==> config.mk <==
export PLATFORM = sky130hd
export DESIGN_NAME = bound_flasher_param
export DESIGN_NICKNAME = d
export VERILOG_FILES = /design/src/rtl/bound_flasher_pkg.sv /design/src/rtl/bf_tick_gen.sv /design/src/rtl/bound_flasher_param.sv
export SDC_FILE = /design/constraint.sdc
export NUM_CORES = 1
export LEC_CHECK = 0
export CELL_PAD_IN_SITES_DETAIL_PLACEMENT = 0
export CELL_PAD_IN_SITES_GLOBAL_PLACEMENT = 1
export CORE_AREA = 4 4 61 63
export DETAILED_ROUTE_END_ITERATION = 16
export DIE_AREA = 0 0 65 67
export DONT_BUFFER_PORTS = 1
export GPL_ROUTABILITY_DRIVEN = 0
export GPL_TIMING_DRIVEN = 0
export PLACE_DENSITY = 0.73
export SKIP_LAST_GASP = 1
export SYNTH_ARGS = -nofsm -noshare
export SYNTH_HDL_FRONTEND = slang
export SYNTH_HIERARCHICAL = 1
export SYNTH_SLANG_ARGS = --single-unit
==> constraint.sdc <==
create_clock -name clk -period 2.63 [get_ports clk]
set_input_delay 0.263 -clock clk [delete_from_list [all_inputs] [get_ports clk]]
set_output_delay 0.263 -clock clk [all_outputs]
set_load 0.03 [all_outputs]
==> src/rtl/bound_flasher_pkg.sv <==
// Shared types and default geometry for the bound flasher.
package bound_flasher_pkg;

  typedef enum logic [2:0] {
    ST_IDLE,
    ST_UP1,
    ST_DN1,
    ST_UP2,
    ST_DN2,
    ST_UP3,
    ST_DN3
  } state_t;

  localparam int DEF_N        = 16;
  localparam int DEF_B1       = 5;
  localparam int DEF_B2       = 10;
  localparam int DEF_STEP_DIV = 1;

endpackage

==> src/rtl/bf_tick_gen.sv <==
// Step prescaler: counts 0..STEP_DIV-1 and emits a tick on the last count.
module bf_tick_gen #(
  parameter int STEP_DIV = 1
) (
  input  logic clk,
  input  logic rst,
  input  logic clr,
  input  logic hold,
  output logic tick
);

  localparam int CW = (STEP_DIV > 1) ? $clog2(STEP_DIV) : 1;
  localparam logic [CW-1:0] LAST = CW'(STEP_DIV - 1);

  logic [CW-1:0] cnt;

  always_ff @(posedge clk) begin
    if (rst || clr) begin
      cnt <= '0;
    end else if (!hold) begin
      cnt <= (cnt == LAST) ? '0 : cnt + CW'(1);
    end
  end

  assign tick = (cnt == LAST) && !hold;

endmodule

==> src/rtl/bound_flasher_param.sv <==
// Bounded LED flasher: three fill/drain passes with flk-driven kickbacks.
// state | meaning
// IDLE  | waiting for flk
// UP1   | fill 0 -> B1
// DN1   | drain -> 0
// UP2   | fill -> B2 (flk at B1/B2 kicks back to DN1)
// DN2   | drain -> B1
// UP3   | fill -> N (flk at B2 kicks back to DN2)
// DN3   | drain -> 0, then done
module bound_flasher_param
  import bound_flasher_pkg::*;
#(
  parameter int N        = DEF_N,
  parameter int B1       = DEF_B1,
  parameter int B2       = DEF_B2,
  parameter int STEP_DIV = DEF_STEP_DIV
) (
  input  logic                   clk,
  input  logic                   rst,
  input  logic                   flk,
  input  logic                   hold,
  input  logic                   mirror,
  output logic [N-1:0]           led,
  output logic [$clog2(N+1)-1:0] level,
  output logic                   busy,
  output logic                   done
);

  localparam int LW = $clog2(N + 1);
  localparam logic [LW-1:0] L_B1 = LW'(B1);
  localparam logic [LW-1:0] L_B2 = LW'(B2);
  localparam logic [LW-1:0] L_N  = LW'(N);
  localparam logic [N-1:0]  ONES = '1;

  state_t        state, state_nxt;
  logic [LW-1:0] level_nxt;
  logic [LW-1:0] lvl_up, lvl_dn;
  logic          done_nxt;
  logic          tick;
  logic          clr;

  // Prescaler is held cleared while idle so every sequence starts on a fresh count.
  assign clr = (state == ST_IDLE);

  bf_tick_gen #(.STEP_DIV(STEP_DIV)) u_tick (
    .clk  (clk),
    .rst  (rst),
    .clr  (clr),
    .hold (hold),
    .tick (tick)
  );

  assign lvl_up = (level == L_N) ? level : level + LW'(1);
  assign lvl_dn = (level == '0)  ? level : level - LW'(1);

  always_ff @(posedge clk) begin
    if (rst) begin
      state <= ST_IDLE;
      level <= '0;
      done  <= 1'b0;
    end else begin
      state <= state_nxt;
      level <= level_nxt;
      done  <= done_nxt;
    end
  end

  always_comb begin
    state_nxt = state;
    level_nxt = level;
    done_nxt  = 1'b0;
    case (state)
      ST_IDLE: begin
        if (flk && !hold) begin
          state_nxt = ST_UP1;
          level_nxt = '0;
        end
      end
      ST_UP1: begin
        if (tick) begin
          level_nxt = lvl_up;
          if (lvl_up == L_B1) state_nxt = ST_DN1;
        end
      end
      ST_DN1: begin
        if (tick) begin
          level_nxt = lvl_dn;
          if (lvl_dn == '0) state_nxt = ST_UP2;
        end
      end
      ST_UP2: begin
        if (tick) begin
          level_nxt = lvl_up;
          if (flk && (lvl_up == L_B1 || lvl_up == L_B2)) state_nxt = ST_DN1;
          else if (lvl_up == L_B2)                       state_nxt = ST_DN2;
        end
      end
      ST_DN2: begin
        if (tick) begin
          level_nxt = lvl_dn;
          if (lvl_dn == L_B1) state_nxt = ST_UP3;
        end
      end
      ST_UP3: begin
        if (tick) begin
          level_nxt = lvl_up;
          if (flk && lvl_up == L_B2) state_nxt = ST_DN2;
          else if (lvl_up == L_N)    state_nxt = ST_DN3;
        end
      end
      ST_DN3: begin
        if (tick) begin
          level_nxt = lvl_dn;
          if (lvl_dn == '0) begin
            state_nxt = ST_IDLE;
            done_nxt  = 1'b1;
          end
        end
      end
      default: state_nxt = ST_IDLE;
    endcase
  end

  // Thermometer code: shifting all-ones by level leaves exactly level bits lit.
  always_comb begin
    busy = (state != ST_IDLE);
    led  = mirror ? ~(ONES >> level) : ~(ONES << level);
  end

endmodule
; Word-level counts from Yosys, hierarchy flattened
; Cells that the tools add are included.
; W data, S select, Z words.
[word_totals]
ff_bits = 10
in_bits = 5
out_inout_bits = 23
wordCells = 82
[op_classes]
n_addsub = 3
n_eq_ne = 26
shifts = 2
muxes = 25
bitwise_logic = 5
n_reduce_logical = 17
[ops]
columns = op, n
row1 = $mux W3, 15
row2 = $not A16 Y16, 2
row3 = $mux W5, 5
row4 = $ne A2 B2 Y1 const B, 11
row5 = $pmux W3 S7, 1
row6 = $mux W16, 1
row7 = $shl A16 B5 Y16 const A, 1
row8 = $shr A16 B5 Y16 const A, 1
row9 = $pmux W5 S3, 1
row10 = $reduce_and A13 Y1, 1
row11 = $eq A5 B3 Y1 const B, 2
row12 = $eq A5 B5 Y1 const B, 2
row13 = $logic_not A5 Y1, 2
row14 = $eq A3 B3 Y1 const B, 3
row15 = $reduce_or A3 Y1, 3
row16 = $eq A3 B2 Y1 const B, 2
row17 = $ne A3 B3 Y1 const B, 2
row18 = $reduce_bool A3 Y1, 2
row19 = $add A5 B1 Y5 const B, 1
row20 = $eq A5 B4 Y1 const B, 1
row21 = $sub A5 B1 Y5 const B, 1
row22 = $logic_and A1 B1 Y1, 4
row23 = $ne A2 B1 Y1 const B, 2
row24 = $reduce_and A4 Y1, 1
row25 = other kinds (7), 11

; Depth between registers and ports, before layout
[depth]
depth_word = 8
depth_mapped = 11

; Cells and area by module
; The synthesis kept the hierarchy.
[by_module_without_submodules]
columns = mod, n_inst, cells_each, area_each_um2, seq_area_each_um2
row1 = bound_flasher_param, 1, 182, 1226.2, 180.2
row2 = bf_tick_gen, 1, 1, 3.8, 0.0

; Least setup slack after synthesis
; Ideal clock, no wire load.
[synth_timing]
path_type = reg2reg
startpoint = reg level[0]
endpoint = reg state[1]
arrival_ns = 2.865
slack_ns = -0.307
path_stages_with_launch = 11
path_cell_list = dfxtp_1 > clkbuf_1 > inv_1 > ha_1 > buf_2 > nor4b_4 > or3b_2 > o311a_1 > a2111oi_4 > and2_4 > mux2i_1
[synth_between]
elab_chain_cells = 8
elab_cells_between_ends = 26
[synth_lines]
columns = element, line
row1 = start: declaration, bound_flasher_param.sv:24  ; output logic [$clog2(N+1)-1:0] level,
row2 = start signal: assignment, bound_flasher_param.sv:63  ; level <= level_nxt;
row3 = $add A5 B1 Y5 / $eq A5 B5 Y1 (equally long branches), bound_flasher_param.sv:53  ; assign lvl_up = (level == L_N) ? level : level + LW'(1);
row4 = $mux W5, bound_flasher_param.sv:53
row5 = $eq A5 B3 Y1 / $eq A5 B4 Y1 (equally long branches), n/a
row6 = $logic_or A1 B1 Y1, bound_flasher_param.sv:94  ; if (flk && (lvl_up == L_B1 || lvl_up == L_B2)) state_nxt = ST_DN1;
row7 = $logic_and A1 B1 Y1, bound_flasher_param.sv:94
row8 = $mux W3, bound_flasher_param.sv:94
row9 = $mux W3, bound_flasher_param.sv:92  ; if (tick) begin
row10 = $pmux W3 S7, bound_flasher_param.sv:72  ; case (state)
row11 = end signal: assignment, bound_flasher_param.sv:62  ; state <= state_nxt;
row12 = end: declaration, bound_flasher_param.sv:35  ; state_t state, state_nxt;
; Several ways; a longest one is shown, not always the timed one. The select of a mux whose other input is x is not followed.
; A chain may end at the register's enable or synchronous reset.

; Worst setup path after layout
[layout_timing]
startpoint = reg level[2]
endpoint = reg state[1]
; The elaborated chain is that of the path after synthesis.

==> key figures <==
Place
  • Placed cell areas: 1311 um^2
  • Worst slack at placement: -356.7 ps
  • DPL Wire Length: just under 3 mm
  • I/O Buffers: 0

Detailed routing
  • Met3 Routed Length: 150 um
  • Final wirelength: 3.910 mm
  • Via density: 5.430
  • Iter 0 DRT Violations: 61
  • Uppermost layer routed: met4
  • Post-route ant nets: 0
  • Metal-1 WL: 1.632 mm
  • Initial DRT Pass Iterations: 4
  • Wire length on met2: 2.081 mm
  • Drt drc: 0
  • DR vias: between 1000 and 1500
  • Wire per inst: ~16 um

Final layout
  • Final instance area: 1630 um^2
  • Antenna diodes: 0
  • Final Util: 50.45%
  • Final net count: 214
  • Layout area overhead: 32.55%
  • Layout cells sized above 1: 25.62%

Floorplanning
  • Die Width: 65 um
  • Row count: 21
  • I/O Pins: 28
  • Core box area: 3232 um^2
  • Initial Utilization: 38.06%
  • Total die area: approximately 4400 um^2
  • DIE HEIGHT: between 60 and 70 um

Critical path
  • Critical path type: flip-flop to flip-flop
  • CP Buf/Inv Count: 4
  • CP most frequent cell: buf_8
  • R2r setup slk: -40 ps
  • Worst setup path endpoint: state[1]
  • Reg2reg end: state[1]
  • CP startpoint kind: flip-flop
  • Crit path max fanout: 7
  • CP Launch Point: level[2]
  • Top delay family on crit path: compound AO/OA/AOI/OAI gates
  • Worst-case reg-to-reg path depth: 11
  • Worst path required time: 2810 ps
  • CP Capture Type: flip-flop
  • Worst path arrival time: 2850 ps
  • Critical Path Stages: 11
  • CP cell instances: buf_8 > buf_8 > clkinvlp_4 > ha_4 > inv_4 > o2111ai_4 > or3_4 > a41o_1 > a2111oi_4 > and2_4 > mux2i_1
  • R2R Path Start: level[2]
  • Crit path largest cell delay: ~420 ps
  • CP max stage cell: dfxtp_4

Timing
  • Final Slew Violations: 0
  • Max_slew headroom: a little under two fifths
  • Final min period: 2668 ps
  • Clock Skew: between 6 and 7 ps
  • Least-Margin Pin Slew: 934.7 ps
  • Worst Slack Setup Final: -37.89 ps
  • Max frequency: 374.8 MHz
  • Setup violators final: 1
  • RSZ-0062 raised after global routing: yes
  • Period utilization: 101.4%
  • Final Hold Fails: 0
  • Hold slack: 197.3 ps

Clock network
  • CTS clk-pin slew, worst paths: roughly 60 ps
  • CTS tree: done
  • Post-CTS Hold Buffers: 0
  • CTS H-tree depth: 1
  • TritonCTS Buffers: 3
  • Clock sinks: 9
  • Skew-Pair Late Insertion Delay: roughly 260 ps
  • Clock buffer depth: 2
  • Clock tree root buffer cell: clkbuf_4

Yosys
  • Syn avg cell area: 6.721 um^2
  • Register area share after synthesis: 14.65%
  • Cell count after synthesis: 183
  • Ys async rst share: 0%
  • Post-synth cell types: 48
  • #FFs+latches synth: 9
  • Mapped Area: 1230 um^2
  • Ys Warns: 6
  • EDFF count, synth: 0
  • Syn Nets: 193
  • Top_reg_cell synth: dfxtp_1

Global routing
  • Largest net degree at the start of global routing: 11
  • Global Route Usage Sum: between 10% and 20%
  • Grt ovf: 0
  • Antenna violations before repair: 0
  • First-pass GRT wire length: 6.147 mm
  • Vias in the first global route: 1284

Hold path
  • Tightest Hold Check Type: input port to flip-flop
  • Hold Crit Depth: 2
  • Hold_sp: rst

Run
  • Max cap viols: 0

Outcome
  • Status: finished, violations left
  • Failing checks: negative setup slack
==> synthesized netlist by cell type, types with 3 or more instances <==
master,n,area share (%)
ha_1,5,5.1
nand3_1,7,2.8
a21oi_1,14,5.7
nand4_1,3,1.5
a21o_1,4,2.4
o22ai_1,3,1.5
mux2i_1,4,3.3
inv_1,11,3.4
o21bai_1,4,2.4
dfxtp_1,9,15
nor3_1,6,2.4
or2_2,3,1.5
nor2b_1,3,1.5
clkbuf_1,10,3.1
a211oi_1,3,1.8
nand2b_1,6,3.1
o21ai_0,14,5.7
nand2_1,13,4.0
nor2_1,23,7.0
==> worst register-to-register path, stage by stage (launching register included) <==
cell and delay, ps:
dfxtp_4 420, buf_8 140, buf_8 110, clkinvlp_4 100, ha_4 240, inv_4 60
o2111ai_4 100, or3_4 420, a41o_1 250, a2111oi_4 340, and2_4 220, mux2i_1 190
==> final cells by class <==
class                           count  area [um^2]
Buffer                             14        111.4
Timing Repair Buffer               17        127.6
Clock buffer                        4        26.28
Multi-Input combinational cell    147         1045
Tap cell                           46        57.56
Sequential cell                     9        196.4
Inverter                           12        66.31
Fill cell                         339         1602
==> logic make-up (layout without fill, tap and decap cells) <==
group | after synthesis | count (layout) | synth area share, %
simple gates | 76 | 76 | 32.86
compound gates | 59 | 59 | 32.76
buf+inv | 27 | 47 | 9.054
flops | 9 | 9 | 14.65
fa+ha+maj | 5 | 5 | 5.086
mux | 5 | 5 | 4.171
xor+xnor | 2 | 2 | 1.424
==> flip-flops by register name, indices dropped and copies added, names as in the netlist <==
signal  cells
state       3
level       5
done        1
==> cells in the final DEF, fill, tap and decap left out, drive strengths merged, types with 4 or more instances in the layout <==
cell type,n
a21o,4
a21oi,14
buf,22
clkbuf,13
dfxtp,9
ha,5
inv,10
mux2i,4
nand2,13
nand2b,6
nand3,7
nor2,23
nor3,6
o21ai,14
o21bai,4
==> timing repair <==
| item | 4_1_cts | 5_1_grt |
|---|---|---|
| pin swaps | 6 | 8 |
| setup buffers | 7 | 10 |
| gates resized for setup | 21 | 22 |
| setup endpoints to repair | 3 | 4 |
==> worst min path at each step <==
| stage | endpoint | slack [ps] |
|---|---|---|
| floorplan | state[1] | 440 |
| global placement | state[1] | 460 |
| detailed placement | state[1] | 460 |
| CTS | state[1] | 200 |
| global route | state[1] | 210 |
| finish | state[1] | 200 |
==> stage by stage <==
stage	TNS (ps)	instances
floorplan	0	183
global placement	-769.9	229
detailed placement	-964.6	229
CTS	-377.9	240
global route	-309.2	249
finish	-37.89	249
==> layer usage <==
layer	GRT usage, %	vias to the layer above
met5	0	-
li1	-	701
met1	19.90	615
met4	4.485	0
met2	34.10	32
met3	3.710	4
Power is not shown: default switching activity piles up to over one toggle a cycle in this logic, so the estimate is an artifact.
